--- config.mk ---
export PLATFORM = sky130hd
export DESIGN_NAME = proc_hier_top
export DESIGN_NICKNAME = d
export VERILOG_FILES = /design/src/rtl/proc_hier_pkg.sv /design/src/rtl/proc_hier_top_sat_counter.sv /design/src/rtl/proc_hier_top.sv
export SDC_FILE = /design/constraint.sdc
export NUM_CORES = 1
export LEC_CHECK = 0
export BUFFER_PORTS_ARGS = -buffer_cell sky130_fd_sc_hd__buf_2
export CAP_MARGIN = 20
export CORE_AREA = 2 2 109 111
export CTS_CLUSTER_SIZE = 14
export DETAILED_ROUTE_END_ITERATION = 10
export DIE_AREA = 0 0 111 113
export PLACE_DENSITY = 0.75
export SYNTH_ARGS = -nofsm -noshare
export SYNTH_HDL_FRONTEND = slang
export SYNTH_SLANG_ARGS = --single-unit
--- constraint.sdc ---
create_clock -name clk -period 2.3 [get_ports clk]
set_input_delay 0 -clock clk [delete_from_list [all_inputs] [get_ports clk]]
set_output_delay 0 -clock clk [all_outputs]
set_load 0.005 [all_outputs]
--- src/rtl/proc_hier_pkg.sv ---
// Shared constants and commit record for the processor observation hub.
// Cache statistics are built only when PROC_HIER_CACHE_STATS_EN is defined.
package proc_hier_pkg;

  localparam int CNT_W_DEF = 32;
  localparam int REG_W     = 3;
  localparam int DATA_W    = 16;

  typedef struct packed {
    logic              valid;
    logic [REG_W-1:0]  sel;
    logic [DATA_W-1:0] data;
  } commit_t;

endpackage

--- src/rtl/proc_hier_top_sat_counter.sv ---
// Enabled saturating counter with async active-low clear and hold.
// Used for every statistics counter in proc_hier_top.
module sat_counter
  import proc_hier_pkg::*;
#(
  parameter int CNT_W = CNT_W_DEF
) (
  input  logic             clk,
  input  logic             rst_n,
  input  logic             en_i,
  input  logic             hold_i,
  output logic [CNT_W-1:0] q_o
);

  localparam logic [CNT_W-1:0] ONE = {{(CNT_W-1){1'b0}}, 1'b1};

  logic [CNT_W-1:0] cnt_q;
  logic [CNT_W-1:0] cnt_d;

  always_comb begin
    cnt_d = cnt_q;
    if (en_i && !hold_i && (cnt_q != '1))
      cnt_d = cnt_q + ONE;
  end

  always_ff @(posedge clk or negedge rst_n) begin
    if (!rst_n) cnt_q <= '0;
    else        cnt_q <= cnt_d;
  end

  assign q_o = cnt_q;

endmodule

--- src/rtl/proc_hier_top.sv ---
// Commit qualification and statistics hub beside the pipelined core.
// Define PROC_HIER_CACHE_STATS_EN to build the four cache counters.
module proc_hier_top
  import proc_hier_pkg::*;
#(
  parameter int CNT_W = CNT_W_DEF
) (
  input  logic              clk,
  input  logic              rst_n,
  input  logic              wb_write_en,
  input  logic [REG_W-1:0]  wb_write_sel,
  input  logic [DATA_W-1:0] wb_write_data,
  input  logic              mem_stall,
  input  logic              fwd_stall,
  input  logic              mem_en,
  input  logic              mem_wr,
  input  logic [DATA_W-1:0] mem_addr,
  input  logic [DATA_W-1:0] mem_wdata,
  input  logic [DATA_W-1:0] mem_rdata,
  input  logic              halt_in,
  input  logic              ic_stall,
  input  logic              ic_done,
  input  logic              ic_hit,
  input  logic              dc_stall,
  input  logic              dc_rd,
  input  logic              dc_wr,
  input  logic              dc_done,
  input  logic              dc_hit,
  output logic              reg_write,
  output logic              mem_read,
  output logic              mem_write,
  output logic              halted,
  output logic              summary_valid,
  output logic [CNT_W-1:0]  cycle_count,
  output logic [CNT_W-1:0]  inst_count,
  output logic [CNT_W-1:0]  ic_req_count,
  output logic [CNT_W-1:0]  ic_hit_count,
  output logic [CNT_W-1:0]  dc_req_count,
  output logic [CNT_W-1:0]  dc_hit_count
);

  logic    halted_q, halted_d;
  logic    summ_q, summ_d;
  logic    inst_ev;
  commit_t commit;
  logic    unused_trace;

  assign reg_write = wb_write_en & ~mem_stall
                   & ~fwd_stall & ~halted_q;
  assign mem_read  = mem_en & ~mem_wr & ~mem_stall
                   & ~fwd_stall & ~halted_q;
  assign mem_write = mem_wr & ~mem_stall & ~halted_q;
  assign inst_ev   = halt_in | reg_write | mem_write;

  // Trace-side record; consumed outside this block.
  assign commit = '{valid: reg_write,
                    sel:   wb_write_sel,
                    data:  wb_write_data};
  assign unused_trace = ^{commit, mem_addr,
                          mem_wdata, mem_rdata};

  always_comb begin
    halted_d = halted_q | halt_in;
    summ_d   = halt_in & ~halted_q;
  end

  always_ff @(posedge clk or negedge rst_n) begin
    if (!rst_n) begin
      halted_q <= 1'b0;
      summ_q   <= 1'b0;
    end else begin
      halted_q <= halted_d;
      summ_q   <= summ_d;
    end
  end

  assign halted        = halted_q;
  assign summary_valid = summ_q;

  sat_counter #(.CNT_W(CNT_W)) u_cyc (
    .clk(clk), .rst_n(rst_n), .en_i(1'b1),
    .hold_i(halted_q), .q_o(cycle_count));

  sat_counter #(.CNT_W(CNT_W)) u_inst (
    .clk(clk), .rst_n(rst_n), .en_i(inst_ev),
    .hold_i(halted_q), .q_o(inst_count));

`ifdef PROC_HIER_CACHE_STATS_EN
  logic ic_req, ic_hitev, dc_req, dc_hitev;

  assign ic_req   = ~ic_stall;
  assign ic_hitev = ic_done & ic_hit;
  assign dc_req   = ~dc_stall & (dc_rd | dc_wr);
  assign dc_hitev = dc_done & dc_hit;

  sat_counter #(.CNT_W(CNT_W)) u_icr (
    .clk(clk), .rst_n(rst_n), .en_i(ic_req),
    .hold_i(halted_q), .q_o(ic_req_count));

  sat_counter #(.CNT_W(CNT_W)) u_ich (
    .clk(clk), .rst_n(rst_n), .en_i(ic_hitev),
    .hold_i(halted_q), .q_o(ic_hit_count));

  sat_counter #(.CNT_W(CNT_W)) u_dcr (
    .clk(clk), .rst_n(rst_n), .en_i(dc_req),
    .hold_i(halted_q), .q_o(dc_req_count));

  sat_counter #(.CNT_W(CNT_W)) u_dch (
    .clk(clk), .rst_n(rst_n), .en_i(dc_hitev),
    .hold_i(halted_q), .q_o(dc_hit_count));
`else
  logic unused_cache;

  assign unused_cache = ^{ic_stall, ic_done, ic_hit,
                          dc_stall, dc_rd, dc_wr,
                          dc_done, dc_hit};
  assign ic_req_count = '0;
  assign ic_hit_count = '0;
  assign dc_req_count = '0;
  assign dc_hit_count = '0;
`endif

endmodule

==> results.json, run 1 <==
{
  "final_area_um2": 4640,
  "drive_gt1_share_pct": 21.2,
  "outcome": "complete, no violations",
  "ys_ff_latch": 66,
  "post_cts_buffers": 0,
  "cap_violations": 0,
  "grt_pass1_vias": 2733,
  "hold_path_class": "input port to register",
  "core_area_um2": 11300,
  "ys_seq_area_share_pct": 39.1,
  "relSlewSlack_pct": 49.8,
  "syn-cell-area_um2": 4220,
  "placement.io_buffers": 76,
  "synthFlopType": "dfrtp_1",
  "cts_tree": "done",
  "firstDrtPassIters": 4,
  "cts.clk_slew.worst_paths_ns": 0.05,
  "final_cell_mix": "128 x conb_1, 76 x buf_2, 66 x dfrtp_1",
  "ys_async_sr_fraction_pct": 100,
  "grt_setup_unrepaired": "no",
  "hold_viol_final": 0,
  "final_net_count": 618,
  "fp.dieW_um": 111,
  "fmax_mhz": 482,
  "routedWlPerCell_um": 12.4,
  "clockBufferDepth": 2,
  "path_max_fanout": 6,
  "synthDistinctLibCells": 46,
  "cts_resized": 0,
  "postRouteAntennaNets": 0,
  "fin_crit_ns": 2.07,
  "cts_root_buf": "clkbuf_16",
  "critPathKind": "register to register",
  "gr-total-overflow": 0,
  "drc_errors": 0,
  "synth_edf_count": 0,
  "drt_iter0_drc": 119,
  "worstPathArrival_ns": 2.29,
  "dr_total_vias": 2976,
  "slew_viol_final": 0,
  "clock_sinks": 66,
  "min_period_over_period_pct": 90.1,
  "drt_wl_total_um": 8460,
  "area_growth_pct": 9.96,
  "antenna_found_initial": 0,
  "synthCells": 439,
  "ys_warn_count": 0,
  "ios": 280,
  "numCtsBuffers": 9,
  "tightest_slew_ns": 0.753,
  "nFillCells": 1143,
  "start_util_pct": 37.5,
  "critPathRequiredTime_ns": 2.51,
  "clock_latency_ns": 0.33,
  "grt_usage_pct": 13.5,
  "start_kind": "register",
  "die_h_um": 113,
  "hpwlAfterDp_um": 6680,
  "avgSynthCellArea_um2": 9.62,
  "critPathCaptureType": "register",
  "postPlaceCellArea_um2": 4360,
  "clock_skew_ns": 0.00278,
  "die-area_um2": 12500,
  "grt_pass1_wl_um": 13400,
  "via_per_inst": 4.37,
  "place.gp.congestion": 0.777,
  "grt_max_degree": 36,
  "powerDensity_nw_per_um2": 536,
  "setup_viol": 0,
  "p_leak_uw": 0.00247,
  "num_antenna_cells": 0,
  "peakVddDrop_mv": 0.350,
  "fp-row-count": 39,
  "setup-tns-final_ns": 0,
  "cts-htree-levels": 3,
  "layout_commonest_cell": "conb_1"
}
-- worst paths after layout --
kind                                   to  cells past startpoint  slack (ns)            from
setup reg to reg            u_cyc.q_o[28]                      5        0.23   u_cyc.q_o[20]
hold reg to reg            u_inst.q_o[13]                      1        0.48  u_inst.q_o[13]
setup / recovery            u_cyc.q_o[28]                      5        0.23   u_cyc.q_o[20]
min in group asynchronous   u_cyc.q_o[14]                      2        0.29           rst_n
max in group asynchronous  u_inst.q_o[19]                      3        1.38           rst_n
hold / removal              u_inst.q_o[2]                      5        0.26       mem_stall
-- worst max-delay path: stages, from the launching register on --
cell and delay, ns:
dfrtp_1 0.44, nand4_1 0.23, or4_4 0.57, a2111oi_4 0.42, nand3_1 0.16, xnor2_1 0.14
-- what timing repair did --
action / 4_1_cts / 5_1_grt
hold endpoints to repair: 33 / 0
setup endpoints to repair: 0 / 0
hold buffers: 2 / 0
-- sequential cells by signal (all words and copies together), names as in the netlist --
register,count
u_inst.q_o,32
u_cyc.q_o,32
summary_valid,1
halted,1
-- synthesized netlist by cell type (3+ instances only) --
| cell type | number | share of area, % |
|---|---|---|
| nor3b_1 | 4 | 0.71 |
| and3_1 | 4 | 0.59 |
| inv_1 | 8 | 0.71 |
| nor4_1 | 8 | 1.2 |
| nand3_1 | 28 | 3.3 |
| nor3_1 | 20 | 2.4 |
| nand4_1 | 19 | 2.8 |
| nand2_1 | 27 | 2.4 |
| nor2_1 | 22 | 2.0 |
| xnor2_1 | 31 | 6.4 |
| xor2_1 | 28 | 5.8 |
| dfrtp_1 | 66 | 39 |
| buf_4 | 128 | 23 |
| and4_1 | 3 | 0.62 |
| or2_2 | 4 | 0.59 |
-- layout make-up --
cell class | instances | area (µm²) | area share (%)
sequential | 66 | 1650 | 35.6
clock inverter | 3 | 15.0 | 0.323
tap | 143 | 179 | 3.85
multi-input combinational | 361 | 2040 | 43.9
timing repair buffer | 87 | 480 | 10.3
clock buffer | 13 | 250 | 5.39
inverter | 8 | 30.0 | 0.647
-- stage by stage --
| step | hold slack [ns] | utilization, % | setup slack [ns] | cells | power (µW) |
|---|---|---|---|---|---|
| 4_1_cts | 0.243 | 41.2 | 0.211 | 681 | 2530 |
| 5_1_grt | 0.301 | 41.2 | 0.0635 | 681 | 2600 |
| 2_1_floorplan | -0.296 | - | 0.417 | 566 | 1400 |
| 3_5_place_dp | 0.109 | 38.7 | 0.216 | 663 | 1280 |
| 6_report | 0.257 | 41.2 | 0.227 | 681 | 2490 |
| 3_3_place_gp | 0.0990 | 38.7 | 0.256 | 663 | 1280 |
-- logic make-up after synthesis --
group           after synthesis  synth area share, %
other cells                   1               0.0888
fa+ha+maj                     2                0.592
simple gates                155                 20.1
xor+xnor                     59                 12.2
mux                           3                0.770
flops                        66                 39.1
compound gates               14                 3.14
buf+inv                     139                 23.9
-- power breakdown --
group | total [µW] | internal [µW] | leakage, µW | switching, µW
logic | 96.8 | 15.0 | 0.00145 | 81.8
clock network | 1220 | 753 | 0.000133 | 467
registers | 1170 | 1170 | 0.000891 | 4.43
total | 2490 | 1930 | 0.00247 | 553
-- layer usage --
| metal | wire length, µm | GRT usage [%] | share of wire [%] |
|---|---|---|---|
| met1 | 3360 | 15.6 | 40 |
| met2 | 4350 | 23.1 | 51 |
| met3 | 543 | 4.07 | 6.4 |
| met4 | 206 | 6.17 | 2.4 |
| met5 | 0 | 0 | 0 |
Note: power is estimated with default switching activity, not from simulation.
==> run 2: changes to the inputs <==
Settings changed: ABC_AREA set to 1, CORE_AREA 2 2 109 111 to unset, CORE_UTILIZATION set to 47, DIE_AREA 0 0 111 113 to unset, MAX_ROUTING_LAYER set to met4, PLACE_DENSITY 0.75 to 0.85.
==> run 2 against run 1 <==
Effect of this change:
- critical path depth up 4
- wire length increased by 39%
- highest routed layer unchanged
- first-iteration DRC count increased by 140%
- critical path type unchanged
- sequential share of layout area down 7.1 points
- synthesized area rose by 29%
- global-route usage grew 7.5 points
- hold slack worse by 0.018 ns
- count of clock-buffer cells in the layout increased by 1
- die area shrank 4.1%
- non-clock buffer count shrank 4
==> results.json, run 2 <==
{
  "ys_async_sr_fraction_pct": 100,
  "cts.clk_slew.worst_paths_ns": 0.05,
  "peakVddDrop_mv": 0.409,
  "fp.dieW_um": 110,
  "start_kind": "register",
  "power_frac_comb_pct": 3.2,
  "synth.area.top_cells": "dfrtp_1 30%, nand2_1 26%, buf_4 18%",
  "hold_path_class": "input port to output pin",
  "gr-total-overflow": 0,
  "tightest_slew_ns": 0.835,
  "final_cell_mix": "380 x nand2_1, 128 x conb_1, 101 x nor2_1",
  "critPathCaptureType": "register",
  "synthXorXnorAreaFrac_pct": 4.18,
  "synthMuxAreaShare_pct": 0,
  "firstDrtPassIters": 4,
  "worstPathArrival_ns": 2.20,
  "hold_viol_final": 0,
  "synth_edf_count": 0,
  "grt_max_degree": 67,
  "p_leak_uw": 0.00313,
  "area_growth_pct": 6.36,
  "path_buf_inv": 2,
  "grt_usage_pct": 21.0,
  "ys_ff_latch": 66,
  "clock_sinks": 66,
  "routedWlPerCell_um": 11.0,
  "cts_root_buf": "clkbuf_16",
  "synth.most_common_cell": "nand2_1",
  "synthDistinctLibCells": 27,
  "cp_cell_sequence": "ha_1 -> inv_2 -> nor2_4 -> nand2_4 -> nor2_4 -> nand2_4 -> nand2_8 -> buf_4 -> o21ai_0",
  "clockBufferDepth": 2,
  "min_period_over_period_pct": 86.4,
  "synthCells": 843,
  "core_area_um2": 11100,
  "place.gp.congestion": 0.933,
  "start_util_pct": 49.2,
  "placement.io_buffers": 76,
  "drt_wl_total_um": 11700,
  "setup_viol": 0,
  "ys_warn_count": 0,
  "slowest_stage": "dfrtp_1",
  "hold_ws_ns": 0.239,
  "rrSetupSlack_ns": 0.31,
  "cap_violations": 0,
  "final_net_count": 1010,
  "via_per_inst": 4.52,
  "grt_pass1_vias": 4291,
  "ys_seq_area_share_pct": 30.3,
  "place_inst": 1052,
  "die_h_um": 110,
  "critPathKind": "register to register",
  "drive_gt1_share_pct": 13.0,
  "ios": 280,
  "synth_top_cell_by_area": "dfrtp_1",
  "clock_latency_ns": 0.33,
  "outcome": "complete, no violations",
  "synth-simple-area-share_pct": 40.9,
  "fin_crit_ns": 1.99,
  "max_stage_delay_ns": 0.43,
  "fp-row-count": 38,
  "powerDensity_nw_per_um2": 456,
  "swShare_pct": 21.7,
  "critPathRequiredTime_ns": 2.51,
  "num_antenna_cells": 0,
  "worst_slack_ns": 0.313,
  "power.internal_uw": 2070,
  "synthAdderAreaFrac_pct": 0.459,
  "synth_top_family_by_area": "simple AND/OR/NAND/NOR gates",
  "synth_common_cells": "380 x nand2_1, 131 x buf_4, 101 x nor2_1",
  "die-area_um2": 12000,
  "switchingPower_uw": 574,
  "grt_pass1_wl_um": 19100,
  "syn-cell-area_um2": 5450,
  "avgSynthCellArea_um2": 6.47,
  "relSlewSlack_pct": 44.4,
  "postRouteAntennaNets": 0,
  "grt_setup_unrepaired": "no",
  "post_cts_buffers": 0,
  "clockPowerShare_pct": 52.8,
  "nFillCells": 1125,
  "antenna_found_initial": 0,
  "drt_iter0_drc": 282,
  "cpLargestDelayFamily": "simple AND/OR/NAND/NOR gates",
  "numCtsBuffers": 9,
  "synth_compound_area_share_pct": 0.918,
  "slew_viol_final": 0,
  "layout_commonest_cell": "nand2_1",
  "hpwlAfterDp_um": 8690,
  "path_max_fanout": 22,
  "synth_top_area_share_pct": 30.3,
  "synthFlopType": "dfrtp_1",
  "pwr-share-seq_pct": 44.0,
  "fmax_mhz": 503,
  "dr_total_vias": 4837,
  "clock_skew_ns": 0.00637,
  "drc_errors": 0,
  "final_cells": 1070,
  "cts_tree": "done",
  "setup-tns-final_ns": 0,
  "dp_slack_ns": 0.342,
  "cts-htree-levels": 3
}
[run 2: cell types whose count changed after synthesis, moves of 17 or more]
cell / delta
nand4_1: -17
nand2_1: +353
xnor2_1: -19
nor2_1: +79
nor3_1: -19
inv_1: +43
[run 2: stage by stage]
| step | total power [µW] | utilization [%] | cell area, µm² |
|---|---|---|---|
| 2_1_floorplan | 1390 | - | 5930 |
| 3_3_place_gp | 1260 | 49.4 | 5480 |
| 3_5_place_dp | 1260 | 49.4 | 5480 |
| 4_1_cts | 2660 | 52.3 | 5800 |
| 5_1_grt | 2740 | 52.3 | 5800 |
| 6_report | 2640 | 52.3 | 5800 |
[run 2: timing repair]
item | CTS | global route
hold buffers | 2 | 0
resized for setup | 0 | 0
hold endpoints to repair | 68 | 0
[run 2: worst min-delay path: stages]
cell and delay, ns:
buf_2 0.09, nor4_1 0.04, buf_2 0.11
[run 2: metal layers]
layer  vias to the layer above  routed length, µm  track usage [%]
met4                         0                296             8.48
met1                      2165               5100             24.1
met3                        29                656             5.57
met5                         -                  0                -
li1                       2462                  -                -
met2                       181               5690             34.9
[run 2: path summary, 6_finish.rpt]
kind | cells past startpoint | end | startpoint
max | 9 | u_cyc.q_o[5] | u_cyc.q_o[1]
min | 3 | mem_read | mem_stall
max reg2reg | 9 | u_cyc.q_o[5] | u_cyc.q_o[1]
min reg2reg | 2 | u_inst.q_o[0] | u_inst.q_o[0]
max in group asynchronous | 3 | u_inst.q_o[12] | rst_n
min in group asynchronous | 3 | u_cyc.q_o[7] | rst_n
[run 2: layout make-up]
type / instances / area (µm²) / share of cell area [%]
Tap cell: 140 / 175 / 3.02
Clock buffer: 14 / 264 / 4.55
Timing Repair Buffer: 83 / 450 / 7.77
Sequential cell: 66 / 1650 / 28.5
Multi-Input combinational cell: 712 / 3020 / 52.0
Clock inverter: 2 / 35.0 / 0.604
Inverter: 53 / 204 / 3.52
[run 2: kinds of logic after synthesis]
kind of cell,after synthesis
buf+inv,192
fa+ha+maj,2
compound gates,10
xor+xnor,26
other cells,1
flops,66
simple gates,546
[run 2: power groups by stage]
stage               Clock (µW)  Combinational [µW]  Sequential (µW)
floorplan                    0                 206             1180
global placement             0                79.1             1180
detailed placement           0                79.2             1180
CTS                       1420                82.0             1160
global route              1470                 109             1160
finish                    1400                84.4             1160
==> run 3: changes to the inputs <==
Settings changed: RECOVER_POWER set to 25.
==> run 3 against run 2 <==
Effect of this change:
- global-route usage is the same
- highest routed layer unchanged
- maximum frequency increased by 0.45%
- sequential share of layout area increased by 0.15 points
- critical path type unchanged
- largest power group unchanged
- total power fell by 0.19%
- cell area shrank 0.54%
- core utilization decreased by 0.28 points
- hold slack did not move
==> results.json, run 3 (synthesized netlist as in run 2, its figures left out) <==
{
  "outcome": "complete, no violations",
  "hpwlAfterDp_um": 8690,
  "grt_pass1_vias": 4291,
  "min_period_over_period_pct": 86.0,
  "start_util_pct": 49.2,
  "path_max_fanout": 22,
  "layout_commonest_cell": "nand2_1",
  "tightest_slew_ns": 0.835,
  "grt_setup_unrepaired": "no",
  "worst_slack_ns": 0.322,
  "cap_violations": 0,
  "rr_startpoint": "u_cyc.q_o[1]",
  "slew_viol_final": 0,
  "peakVddDrop_mv": 0.408,
  "drive_gt1_share_pct": 10.3,
  "fp.dieW_um": 110,
  "clockBufferDepth": 2,
  "clock_latency_ns": 0.33,
  "hold_viol_final": 0,
  "cts_root_buf": "clkbuf_16",
  "regArea_um2": 1650,
  "via_per_inst": 4.50,
  "num_antenna_cells": 0,
  "critPathKind": "register to register",
  "area_growth_pct": 5.79,
  "drt_wl_total_um": 11700,
  "max_stage_delay_ns": 0.42,
  "clock_skew_ns": 0.00650,
  "cts_tree": "done",
  "dp_slack_ns": 0.342,
  "fin_crit_ns": 1.98,
  "die-area_um2": 12000,
  "numCtsBuffers": 9,
  "power.internal_uw": 2070,
  "critPathRequiredTime_ns": 2.51,
  "placement.io_buffers": 76,
  "routedWlPerCell_um": 11.0,
  "switchingPower_uw": 569,
  "final_net_count": 1010,
  "clockPowerShare_pct": 52.7,
  "die_h_um": 110,
  "core_area_um2": 11100,
  "post_cts_buffers": 0,
  "gr-total-overflow": 0,
  "setup-tns-final_ns": 0,
  "drc_errors": 0,
  "grt_usage_pct": 21.0,
  "postPlaceCellArea_um2": 5480,
  "power_frac_comb_pct": 3.2,
  "place.gp.congestion": 0.933,
  "setup_viol": 0,
  "swShare_pct": 21.6,
  "drt_iter0_drc": 265,
  "multiInputGateArea_um2": 3020,
  "nFillCells": 1138,
  "final_cell_mix": "380 x nand2_1, 128 x conb_1, 101 x nor2_1",
  "firstDrtPassIters": 4,
  "grt_max_degree": 67,
  "crit_start": "u_cyc.q_o[1]",
  "final_area_um2": 5770,
  "dr_total_vias": 4819,
  "fmax_mhz": 506,
  "hold_ws_ns": 0.239,
  "clock_sinks": 66,
  "start_kind": "register",
  "p_leak_uw": 0.00302,
  "hold_path_class": "input port to output pin",
  "postRouteAntennaNets": 0,
  "grt_pass1_wl_um": 19100,
  "antenna_found_initial": 0,
  "worstPathArrival_ns": 2.19,
  "min-delay-start": "mem_stall",
  "fp-row-count": 38,
  "cts.clk_slew.worst_paths_ns": 0.05,
  "relSlewSlack_pct": 44.3,
  "cts-htree-levels": 3,
  "pwr-share-seq_pct": 44.1,
  "critPathCaptureType": "register",
  "rrSetupSlack_ns": 0.32,
  "powerDensity_nw_per_um2": 457,
  "slowest_stage": "dfrtp_1",
  "ios": 280,
  "cp_cell_sequence": "ha_1 -> inv_2 -> nor2_4 -> nand2_4 -> nor2_4 -> nand2_4 -> nand2_8 -> buf_4 -> o21ai_0"
}
## run 3: changes by cell type in the layout (fill, tap and decap cells not counted), sizes merged
cell and delta:
buf -25, clkbuf +25
## run 3: through the flow
step                      power, µW  util [%]  instances
final                          2640      52.0       1070
after floorplan                1390         -        970
after global routing           2740      52.0       1070
after detailed placement       1260      49.4       1052
after CTS                      2660      52.3       1070
after global placement         1260      49.4       1052
## run 3: final timing paths
check | to | cells after the start
max | u_cyc.q_o[5] | 9
min | mem_read | 3
max reg2reg | u_cyc.q_o[5] | 9
min reg2reg | u_inst.q_o[1] | 2
max in group asynchronous | u_inst.q_o[20] | 3
min in group asynchronous | u_cyc.q_o[7] | 3
## run 3: cell type report
| class | instances | area share (%) |
|---|---|---|
| clock inverter | 2 | 0.608 |
| inverter | 53 | 3.54 |
| sequential | 66 | 28.6 |
| tap | 140 | 3.04 |
| clock buffer | 14 | 4.58 |
| timing repair buffer | 83 | 7.27 |
| multi-input combinational | 712 | 52.3 |
## run 3: per-layer routing
layer / vias up / track usage, % / routed length (µm)
li1: 2462 / - / -
met1: 2156 / 24.1 / 5050
met2: 173 / 34.9 / 5740
met3: 28 / 5.57 / 660
met4: 0 / 8.48 / 274
met5: - / - / 0
## run 3: what timing repair did
item / CTS / global route
gates resized for setup: 0 / 0
endpoints found under the hold margin: 68 / 0
hold buffers: 2 / 0
## run 3: worst max-delay path: cells and delay by family, from the launching register on
family,cells,cell delay [ns]
AO/OA/AOI/OAI,1,0.09
adder cells (fa/ha/maj),1,0.33
buffers and inverters,2,0.31
flip-flops,1,0.42
AND/OR/NAND/NOR,5,0.70
## run 3: power by group through the flow
stage | clock network (µW) | logic, µW | registers (µW)
2_1_floorplan | 0 | 206 | 1180
3_3_place_gp | 0 | 79.1 | 1180
3_5_place_dp | 0 | 79.2 | 1180
4_1_cts | 1420 | 82.0 | 1160
5_1_grt | 1470 | 109 | 1160
6_report | 1390 | 84.4 | 1160
